--- src/rtl/temp_meas_sched.sv ---
// Burst scheduler and averager for the temperature-oscillator measurer:
// periodic/one-shot triggering, done-handshake supervision with timeout, windowed average.
module temp_meas_sched #(
    parameter int unsigned WIDTH    = 10,
    parameter int unsigned AVG_LOG2 = 2,
    parameter int unsigned PERIOD_W = 16,
    parameter int unsigned TMO      = 15
) (
    input  logic                lfClk,
    input  logic                reset,
    input  logic                enable,
    input  logic [PERIOD_W-1:0] period,
    input  logic                oneshot,
    input  logic [WIDTH-1:0]    thr_lo,
    input  logic [WIDTH-1:0]    thr_hi,
    output logic                meas_start,
    input  logic                meas_done,
    input  logic [WIDTH-1:0]    meas_cycles,
    output logic [WIDTH-1:0]    avg,
    output logic                avg_valid,
    output logic                busy,
    output logic                out_of_range,
    output logic                tmo_err
);

    localparam int unsigned ACC_W = WIDTH + AVG_LOG2;
    localparam int unsigned CNT_W = AVG_LOG2 + 1;
    localparam int unsigned PH_W  = $clog2(TMO + 1);
    localparam logic [CNT_W-1:0] NSAMP   = CNT_W'(1) << AVG_LOG2;
    localparam logic [PH_W-1:0]  PH_LAST = PH_W'(TMO - 1);

    typedef enum logic [2:0] {
        S_IDLE,
        S_START,
        S_WAIT_BUSY,
        S_WAIT_DONE,
        S_ACCUM
    } state_t;

    state_t              state_q;
    logic [PERIOD_W-1:0] timer_q;
    logic [PH_W-1:0]     phase_q;
    logic [CNT_W-1:0]    cnt_q;
    logic [ACC_W-1:0]    acc_q;
    logic                pending_q;
    logic                meas_start_q;
    logic [WIDTH-1:0]    avg_q;
    logic                avg_valid_q;
    logic                oor_q;
    logic                tmo_err_q;

    logic [PERIOD_W-1:0] per_m1;
    logic                trig;
    logic [ACC_W-1:0]    acc_d;
    logic [CNT_W-1:0]    cnt_d;
    logic [WIDTH-1:0]    avg_d;

    always_comb begin
        per_m1 = (period == '0) ? '0 : period - PERIOD_W'(1);
        trig   = (enable && (timer_q == per_m1)) || pending_q;
        acc_d  = acc_q + ACC_W'(meas_cycles);
        cnt_d  = cnt_q + CNT_W'(1);
        // Top WIDTH bits of the accumulator == acc >> AVG_LOG2 (truncating).
        avg_d  = acc_d[ACC_W-1 -: WIDTH];
    end

    always_ff @(posedge lfClk) begin
        if (reset) begin
            state_q      <= S_IDLE;
            timer_q      <= '0;
            phase_q      <= '0;
            cnt_q        <= '0;
            acc_q        <= '0;
            pending_q    <= 1'b0;
            meas_start_q <= 1'b0;
            avg_q        <= '0;
            avg_valid_q  <= 1'b0;
            oor_q        <= 1'b0;
            tmo_err_q    <= 1'b0;
        end else begin
            meas_start_q <= 1'b0;
            avg_valid_q  <= 1'b0;
            if (oneshot) pending_q <= 1'b1;

            unique case (state_q)
                S_IDLE: begin
                    if (trig) begin
                        // Clearing pending here also absorbs a same-cycle oneshot.
                        timer_q      <= '0;
                        cnt_q        <= '0;
                        acc_q        <= '0;
                        pending_q    <= 1'b0;
                        meas_start_q <= 1'b1;
                        state_q      <= S_START;
                    end else if (enable) begin
                        timer_q <= timer_q + PERIOD_W'(1);
                    end else begin
                        timer_q <= '0;
                    end
                end
                S_START: begin
                    phase_q <= '0;
                    state_q <= S_WAIT_BUSY;
                end
                S_WAIT_BUSY: begin
                    if (!meas_done) begin
                        phase_q <= '0;
                        state_q <= S_WAIT_DONE;
                    end else if (phase_q == PH_LAST) begin
                        tmo_err_q <= 1'b1;
                        state_q   <= S_IDLE;
                    end else begin
                        phase_q <= phase_q + PH_W'(1);
                    end
                end
                S_WAIT_DONE: begin
                    if (meas_done) begin
                        phase_q <= '0;
                        state_q <= S_ACCUM;
                    end else if (phase_q == PH_LAST) begin
                        tmo_err_q <= 1'b1;
                        state_q   <= S_IDLE;
                    end else begin
                        phase_q <= phase_q + PH_W'(1);
                    end
                end
                S_ACCUM: begin
                    acc_q <= acc_d;
                    cnt_q <= cnt_d;
                    if (cnt_d == NSAMP) begin
                        avg_q       <= avg_d;
                        avg_valid_q <= 1'b1;
                        oor_q       <= (avg_d < thr_lo) || (avg_d > thr_hi);
                        state_q     <= S_IDLE;
                    end else begin
                        meas_start_q <= 1'b1;
                        state_q      <= S_START;
                    end
                end
                default: state_q <= S_IDLE;
            endcase
        end
    end

    assign meas_start   = meas_start_q;
    assign avg          = avg_q;
    assign avg_valid    = avg_valid_q;
    assign busy         = (state_q != S_IDLE);
    assign out_of_range = oor_q;
    assign tmo_err      = tmo_err_q;

endmodule

--- config.mk ---
export PLATFORM = sky130hd
export DESIGN_NAME = temp_meas_sched
export DESIGN_NICKNAME = d
export VERILOG_FILES = /design/src/rtl/temp_meas_sched.sv
export SDC_FILE = /design/constraint.sdc
export NUM_CORES = 1
export LEC_CHECK = 0
export BUFFER_PORTS_ARGS = -buffer_cell sky130_fd_sc_hd__clkbuf_2
export CAP_MARGIN = 20
export CORE_MARGIN = 1.5
export CORE_UTILIZATION = 57
export DETAILED_ROUTE_END_ITERATION = 8
export PLACE_DENSITY = 0.79
export RECOVER_POWER = 100
export REMOVE_ABC_BUFFERS = 1
export SYNTH_ARGS = -nofsm -noshare
export SYNTH_HDL_FRONTEND = slang
export SYNTH_SLANG_ARGS = --single-unit
--- constraint.sdc ---
create_clock -name lfClk -period 6.4 [get_ports lfClk]
set_input_delay 1.28 -clock lfClk [delete_from_list [all_inputs] [get_ports lfClk]]
set_output_delay 1.28 -clock lfClk [all_outputs]
set_load 0.005 [all_outputs]
## Word-level counts from Yosys, hierarchy flattened

Cells that the tools add are included.

| storage, ports and cells | value |
|---|---|
| output and inout bits | 15 |
| word-level logic and storage cells | 70 |
| input bits | 51 |
| register bits after elaboration | 53 |

| cells by class | value |
|---|---|
| muxes and demuxes | 28 |
| eq/ne operators | 10 |
| bitwise gates (word level) | 1 |
| reduce and logical (&&, ||, !) cells | 13 |
| add/sub/neg operators | 5 |
| order comparisons | 2 |

Operators by type and width:

| operator | count |
|---|---|
| $mux W16 | 3 |
| $pmux W12 S2 | 1 |
| $add A16 B1 Y16 const B | 1 |
| $eq A16 B16 Y1 | 1 |
| $logic_not A16 Y1 | 1 |
| $sub A16 B1 Y16 const B | 1 |
| $mux W3 | 5 |
| $pmux W3 S5 | 1 |
| $add A12 B10 Y12 | 1 |
| $mux W12 | 1 |
| $mux W4 | 3 |
| $pmux W4 S3 | 1 |
| $gt A10 B10 Y1 | 1 |
| $lt A10 B10 Y1 | 1 |
| $mux W1 | 10 |
| $eq A3 B2 Y1 const B | 2 |
| $eq A3 B3 Y1 const B | 2 |
| $ne A2 B2 Y1 const B | 3 |
| $pmux W3 S2 | 1 |
| $reduce_bool A3 Y1 | 2 |
| $add A4 B1 Y4 const B | 1 |
| $eq A4 B4 Y1 const B | 1 |
| $pmux W1 S2 | 2 |
| $reduce_and A2 Y1 | 2 |
| 9 further kinds | 11 |

## Longest topological paths before layout

Gate-level depths: netlist of run 1.

| logic depth | value |
|---|---|
| word-level depth | 7 |
| gate-level depth with buffers | 16 |
| depth with buffers taken out | 16 |

## Worst setup path after synthesis of run 1

OpenSTA, ideal clock, no wires.

| path | value |
|---|---|
| path kind | input-to-reg |
| from | input port meas_cycles[0] |
| to | register oor_q (netlist: out_of_range) |
| cell stages on the path | 16 |
| path buffers | 0 |
| library setup time | 0.115 ns |
| arrival | 4.407 ns |
| data required time | 6.285 ns |
| slack | 1.879 ns |
| cells stage by stage | ha_1 -> fa_1 -> a21o_1 -> a21oi_1 -> o21bai_1 -> a2111o_1 -> a31o_2 -> a21oi_1 -> xnor2_1 -> ha_1 -> and4_1 -> nand3_1 -> o21ai_0 -> a211oi_1 -> o21ai_0 -> o21a_1 |

| between the ends | value |
|---|---|
| cells in the longest elaborated chain, start to end | 3 |
| elaborated cells between the ends (all ways) | 4 |
| those cells by class | add/sub: 1; order compare: 2; reduce/logical: 1 |

RTL lines:

| what | RTL line | RTL |
|---|---|---|
| from (decl) | 18 | `input logic [WIDTH-1:0] meas_cycles,` |
| $add A12 B10 Y12 * | 61 | `acc_d = acc_q + ACC_W'(meas_cycles);` |
| net acc_d[10] | 54 | `logic [ACC_W-1:0] acc_d;` |
| $lt A10 B10 Y1 / $gt A10 B10 Y1 (equally long branches) | 133 | `oor_q <= (avg_d < thr_lo) \|\| (avg_d > thr_hi);` |
| $logic_or A1 B1 Y1 * | 133 |  |
| to (signal assigned) | 133 |  |
| to (decl) | 49 | `logic oor_q;` |

Mark *: on every way through the listed nets, which the timed path passes. The rest lies on a longest branch.
A chain may end at the register's enable or synchronous reset.

## Final worst setup path of run 1

| path | value |
|---|---|
| from | input port period[6] |
| to | register cnt_q[2] |

| between the ends | value |
|---|---|
| cells in the longest elaborated chain, start to end | 7 |
| elaborated cells between the ends (all ways) | 8 |
| those cells by class | add/sub: 1; eq/ne: 2; mux: 1; reduce/logical: 4 |

RTL lines:

| what | RTL line | RTL |
|---|---|---|
| from (decl) | 12 | `input logic [PERIOD_W-1:0] period,` |
| $sub A16 B1 Y16 / $logic_not A16 Y1 (equally long branches) | 59 | `per_m1 = (period == '0) ? '0 : period - PERIOD_W'(1);` |
| $mux W16 * | 59 |  |
| $eq A16 B16 Y1 * | 60 | `trig = (enable && (timer_q == per_m1)) \|\| pending_q;` |
| $logic_and A1 B1 Y1 * | 60 |  |
| $logic_or A1 B1 Y1 * | 60 |  |
| $ne A2 B2 Y1 (no source line) * | n/a |  |
| $reduce_and A2 Y1 (no source line) * | n/a |  |
| to (signal assigned) | 129 | `cnt_q <= cnt_d;` |
| to (decl) | 43 | `logic [CNT_W-1:0] cnt_q;` |

Mark *: on every way between the ends. The rest lies on a longest branch, timed or not.

==> results of run 1 <==
[synth_stat cells, types with 2 or more instances]
cell,number,area share [%]
o21ai_1,13,1.6
ha_1,35,11
nand3_1,27,3.4
a22oi_1,2,0.37
mux2i_1,6,1.5
o21ai_0,26,3.2
a31oi_1,10,1.6
and2_1,5,0.78
nor2b_1,6,0.94
nor2_1,48,4.5
nand2b_1,7,1.1
o21a_1,2,0.37
o22a_1,2,0.44
dfxtp_1,53,26
inv_1,29,2.7
or4_1,4,0.75
a221oi_1,3,0.65
nor4_1,7,1.1
and3_1,12,1.9
nor3_1,15,1.9
buf_2,2,0.25
a211oi_1,6,1.1
nand4_1,4,0.62
xnor2_1,18,3.9
or3_1,6,0.94
a21o_1,3,0.56
or2_2,5,0.78
a41oi_1,3,0.65
nand2_1,55,5.1
and4_1,2,0.44
clkbuf_1,21,2.0
xor2_1,10,2.2
a21oi_1,46,5.7
[final cells by class]
class	count	area, um^2
fill	633	2370
clock inverter	2	38.8
tap	96	120
inverter	30	113
multi-input combinational	419	2700
clock buffer	6	72.6
timing repair buffer	66	319
sequential	53	1060
[cell families (layout without fill, tap and decap cells)]
logic type / after synthesis / in the layout / share of synthesized area [%]
flip-flops: 53 / 53 / 26.4
multiplexers: 7 / 7 / 1.78
buffers and inverters: 55 / 104 / 5.39
AND/OR/NAND/NOR: 209 / 209 / 26.2
XOR/XNOR: 29 / 29 / 6.67
adder cells (fa/ha/maj): 36 / 36 / 11.4
AO/OA/AOI/OAI: 138 / 138 / 22.1
[per-stage QoR]
step / setup slack [ns] / power (mW) / instance area, um^2 / hold WS (ns)
3_5_place_dp: 1.42 / 0.532 / 4350 / 0.447
2_1_floorplan: 1.86 / 0.467 / 3910 / 0.447
5_1_grt: 1.36 / 0.790 / 4430 / 0.483
3_3_place_gp: 1.60 / 0.526 / 4350 / 0.442
4_1_cts: 1.73 / 0.760 / 4470 / 0.461
6_report: 1.71 / 0.753 / 4430 / 0.460
[state kept, by name (all words and copies together) (netlist names)]
register and count:
meas_start 1, state_q 3, avg 10, timer_q 16, pending_q 1, out_of_range 1, acc_q 12, avg_valid 1
cnt_q 3, tmo_err 1, phase_q 4
[metal layers]
layer,track usage [%],vias up,share of wire (%)
li1,-,1990,-
met1,35.1,1842,46
met2,44.9,108,47
met3,3.41,19,5.0
met4,8.21,0,1.8
met5,0,-,0
[cells in the final DEF (no fill, tap or decap), types with 2 or more instances in the layout]
cell / count
and2_1: 5
nand2_1: 55
a21o_1: 3
or3_1: 6
nor3_1: 15
dfxtp_1: 53
a41oi_1: 3
clkbuf_1: 9
and3_1: 12
a22oi_1: 2
mux2i_1: 6
ha_1: 35
a21oi_1: 46
nor2b_1: 6
o22a_1: 2
or2_2: 4
xor2_1: 10
nand4_1: 4
o21a_1: 2
and4_1: 2
inv_1: 29
nor4_1: 7
clkbuf_8: 5
o32ai_1: 2
or4_1: 4
o21ai_1: 3
a211oi_1: 7
nand3_1: 27
a31oi_1: 10
nand2b_1: 7
nor2_1: 48
o21ai_0: 36
a221oi_1: 3
clkbuf_2: 57
a2111oi_0: 2
xnor2_1: 18
[worst min path at each step]
stage / to / slack [ns] / cells past startpoint
detailed placement: avg[1] / 0.45 / 2
finish: avg[1] / 0.46 / 2
global placement: avg[6] / 0.44 / 2
floorplan: avg[1] / 0.45 / 2
global route: avg[1] / 0.48 / 2
CTS: avg[1] / 0.46 / 2
[critical path, delay by kind of cell]
| family | cells | cell delay (ns) |
|---|---|---|
| compound gates | 4 | 0.83 |
| buf+inv | 2 | 0.46 |
| simple gates | 5 | 2.20 |
[report_power, final]
group          leakage, nW  total, mW  internal (mW)  switching [mW]
logic                 1.38      0.173         0.0615           0.112
registers            0.428      0.348          0.337          0.0110
clock network       0.0554      0.232          0.118           0.114
==> impl_metrics.json, run 1 <==
{
  "status": "complete, but fails checks",
  "violations": "max-capacitance violations, max-slew violations",
  "worst_skew_pair.late_latency_ns": 0.31,
  "grt_max_degree": 45,
  "cp_slowest_cell": "nor4b_1",
  "ys_ff_latch": 53,
  "ioPinCount": 66,
  "max_freq_ghz": 0.213,
  "synthArstFlopShare_pct": 0,
  "crit_path_max_fanout": 14,
  "crit_chain": "clkbuf_1, nor4_1, nand4_1, nor3_1, nor3_1, a221oi_1, nor4b_1, a211oi_1, clkbuf_1, o21ai_0, a21oi_1",
  "synthCells": 527,
  "worstMarginPinSlew_ns": 2.02,
  "start_kind": "input pin",
  "layout-drive-gt1-share_pct": 13.0,
  "cts.sinks": 53,
  "grt_pass1_wl_mm": 16.3,
  "fin_skew_ns": 0.00858,
  "cts_tree": "yes",
  "crit_arrival_ns": 4.79,
  "critical_path_class": "input pin to register",
  "cp-endpoint": "cnt_q[2]",
  "relSlewSlack_pct": -34.5,
  "drc_errors": 0,
  "reg2reg_to": "out_of_range",
  "final_util_pct": 65.1,
  "r2r_slack_ns": 2.48,
  "clk_pin_slew_ns": 0.10,
  "crit_path_start": "period[6]",
  "antenna_cells": 0,
  "dp.cells": 663,
  "place.gp.congestion": 0.892,
  "port_buffers": 65,
  "yosys.cell_types.count": 67,
  "globalRoute.totalOverflow": 0,
  "ys.flop_type": "dfxtp_1",
  "grt_pass1_vias": 3714,
  "clockBufferDepth": 2,
  "power.density_nw_per_um2": 170,
  "seq_area_frac_synth_pct": 26.4,
  "syn_avg_cell_area_um2": 7.61,
  "hold_violations": 0,
  "drv_slew": 45,
  "cts_resized": 0,
  "vias": 3959,
  "finalSetupViolations": 0,
  "synth_edf_count": 0,
  "antenna_found_initial": 0,
  "initial_core_util_pct": 59.1,
  "cts_buffers": 5,
  "routed_wl_mm": 9.76,
  "layout_min_cycle_time_ns": 4.69,
  "reg2reg_depth": 16,
  "hpwl_mm": 7.38,
  "nets": 662,
  "timing.final.crit_share_pct": 73.3,
  "h-tree-depth": 2,
  "worstPathRequired_ns": 6.50,
  "routed_via_density": 5.89,
  "ir_drop_mv": 0.163,
  "ys_warn_count": 0,
  "fin_tns_setup_ns": 0,
  "core_um2": 6790,
  "drtPass1Iterations": 4,
  "die_area_um2": 7550,
  "drt-initial-drc-count": 259,
  "ant_nets": 0,
  "die_h_um": 86.9,
  "die_width_um": 86.9,
  "rows": 30,
  "stdcell_count": 672,
  "root_buffer": "clkbuf_8",
  "worst_setup_path_end_kind": "register",
  "grt_use_total_pct": 26.5,
  "netlist_area_um2": 4010,
  "reg2reg_from": "acc_q[0]",
  "rsz0062_at_grt": "no",
  "hold_start": "avg[1]",
  "cap_violations": 1,
  "wl_per_cell_um": 14.5,
  "critPathMaxStageDelay_ns": 0.71,
  "syn_to_final_growth_pct": 10.3,
  "cts_hold_buf": 0,
  "cts_setup_buffers": 0,
  "worstHoldPathType": "register to register",
  "total_leakage_power_nw": 1.86
}
Power figures use the tool's default switching activity.
==> run 2, diff against run 1 <==
- CORE_UTILIZATION: 57 -> 52
- PLACE_DENSITY: 0.79 -> 0.75
- clock period: 6.4 -> 3.9 ns (I/O delays scaled with it)
==> impl_metrics.json, run 2 (synthesis gave the netlist of run 1 again) <==
{
  "critical_path_class": "input pin to register",
  "rows": 31,
  "globalRoute.totalOverflow": 0,
  "drt-initial-drc-count": 251,
  "critPathMaxStageDelay_ns": 0.39,
  "postLayoutSetupSlackWorst_ns": 0.182,
  "cts_buffers": 5,
  "final_cell_area_um2": 4840,
  "finalSetupViolations": 0,
  "place.gp.congestion": 0.939,
  "drc_errors": 0,
  "top_register": "timer_q",
  "hold_violations": 0,
  "core_um2": 7370,
  "postPlaceCellArea_um2": 4760,
  "port_buffers": 65,
  "violations": "max-capacitance violations, max-slew violations",
  "antenna_found_initial": 0,
  "ir_drop_mv": 0.306,
  "worstPathRequired_ns": 4.10,
  "cp_slowest_cell": "a2111o_1",
  "ant_nets": 0,
  "relSlewSlack_pct": -22.7,
  "start_kind": "input pin",
  "antenna_cells": 0,
  "cts.sinks": 53,
  "crit_arrival_ns": 3.92,
  "status": "complete, but fails checks",
  "ioPinCount": 66,
  "grt_pass1_wl_mm": 18.1,
  "worstHoldPathType": "register to register",
  "cap_violations": 1,
  "total_leakage_power_nw": 2.11,
  "cts_hold_buf": 0,
  "root_buffer": "clkbuf_8",
  "h-tree-depth": 2,
  "drtPass1Iterations": 8,
  "grt_pass1_vias": 3832,
  "drv_slew": 40,
  "die_h_um": 90.8,
  "p_total_mw": 1.22,
  "vias": 4150,
  "clk_pin_slew_ns": 0.10,
  "cts_tree": "yes",
  "layout_min_cycle_time_ns": 3.72,
  "grt_use_total_pct": 26.5,
  "layout_common_cells": "clkbuf_2, nand2_1, dfxtp_1, nor2_1, a21oi_1",
  "hpwl_mm": 8.50,
  "power.density_nw_per_um2": 252,
  "worst_skew_pair.late_latency_ns": 0.31,
  "max_freq_ghz": 0.269,
  "routed_wl_mm": 10.9,
  "routed_via_density": 5.69,
  "fin_skew_ns": 0.00842,
  "syn_to_final_growth_pct": 20.5,
  "final_util_pct": 65.6,
  "rsz0062_at_grt": "no",
  "worstMarginPinSlew_ns": 1.84,
  "worst_setup_path_end_kind": "register",
  "grt_max_degree": 40,
  "timing.final.crit_share_pct": 95.3,
  "initial_core_util_pct": 54.4,
  "timing.hold.ws_ns": 0.465,
  "largest_reg_flops": 16,
  "clockBufferDepth": 2,
  "nets": 716,
  "die_area_um2": 8250,
  "crit_path_max_fanout": 2,
  "layout-drive-gt1-share_pct": 21.0,
  "fill_cells": 683,
  "die_width_um": 90.8,
  "wl_per_cell_um": 14.9,
  "layout_commonest_cell": "clkbuf_2",
  "crit_chain": "clkbuf_2, ha_1, fa_2, a21o_1, a21oi_2, o21bai_1, a2111o_1, a31o_2, a21oi_2, xnor2_2, ha_1, and4_1, nand3_1, o21ai_0, a211oi_1, o21ai_0, o21a_1",
  "place_ws_ns": -0.323
}
[run 2: changes by cell type in the layout (fill, tap and decap cells not counted), moves of 2 or more]
cell	before	now
buf_4	0	43
clkbuf_1	9	15
a211oi_2	0	2
a21oi_1	46	44
a21oi_2	0	2
clkbuf_2	57	59
clkbuf_4	0	2
[run 2: power breakdown]
group / internal [mW] / total, mW / switching [mW]
sequential: 0.552 / 0.569 / 0.0171
clock: 0.128 / 0.318 / 0.190
combinational: 0.130 / 0.331 / 0.201
total: 0.810 / 1.22 / 0.408
[run 2: area by class of cell]
cell class,count,area [um^2],area share (%)
clock inverters,3,21.3,0.440
clock buffers,5,68.8,1.42
multi-input cells,419,2750,56.8
inverters,30,113,2.33
well taps,99,124,2.56
repair buffers,120,703,14.5
flip-flops and latches,53,1060,21.9
[run 2: worst paths after layout]
| check | start | end | slack (ns) | depth (start not counted) |
|---|---|---|---|---|
| setup / recovery | meas_cycles[0] | out_of_range | 0.18 | 17 |
| hold / removal | avg[8] | avg[8] | 0.46 | 2 |
| setup reg to reg | acc_q[0] | out_of_range | 0.43 | 16 |
| hold reg to reg | avg[8] | avg[8] | 0.46 | 2 |
[run 2: routing by layer]
layer,up-vias,track usage [%],wire [um]
met5,-,0,0
met4,0,2.86,89
met3,12,3.87,563
met2,118,42.5,4990
met1,1916,38.5,5220
li1,2104,-,-
[run 2: critical path: cells and delay by family]
kind,cells,cell delay [ns]
AO/OA/AOI/OAI,10,1.82
XOR/XNOR,1,0.14
adder cells (fa/ha/maj),3,0.82
buffers and inverters,1,0.08
AND/OR/NAND/NOR,2,0.27
[run 2: repair_timing]
action,CTS,global route
pin swaps,0,5
gates resized for setup,1,3
buffers inserted,0,0
hold endpoints to repair,0,0
setup endpoints to repair,1,1
[run 2: per-stage QoR]
stage	std cells	setup TNS, ns
CTS	728	0
global route	729	0
finish	729	0
detailed placement	720	-3.35
global placement	720	-1.54
floorplan	502	-0.136
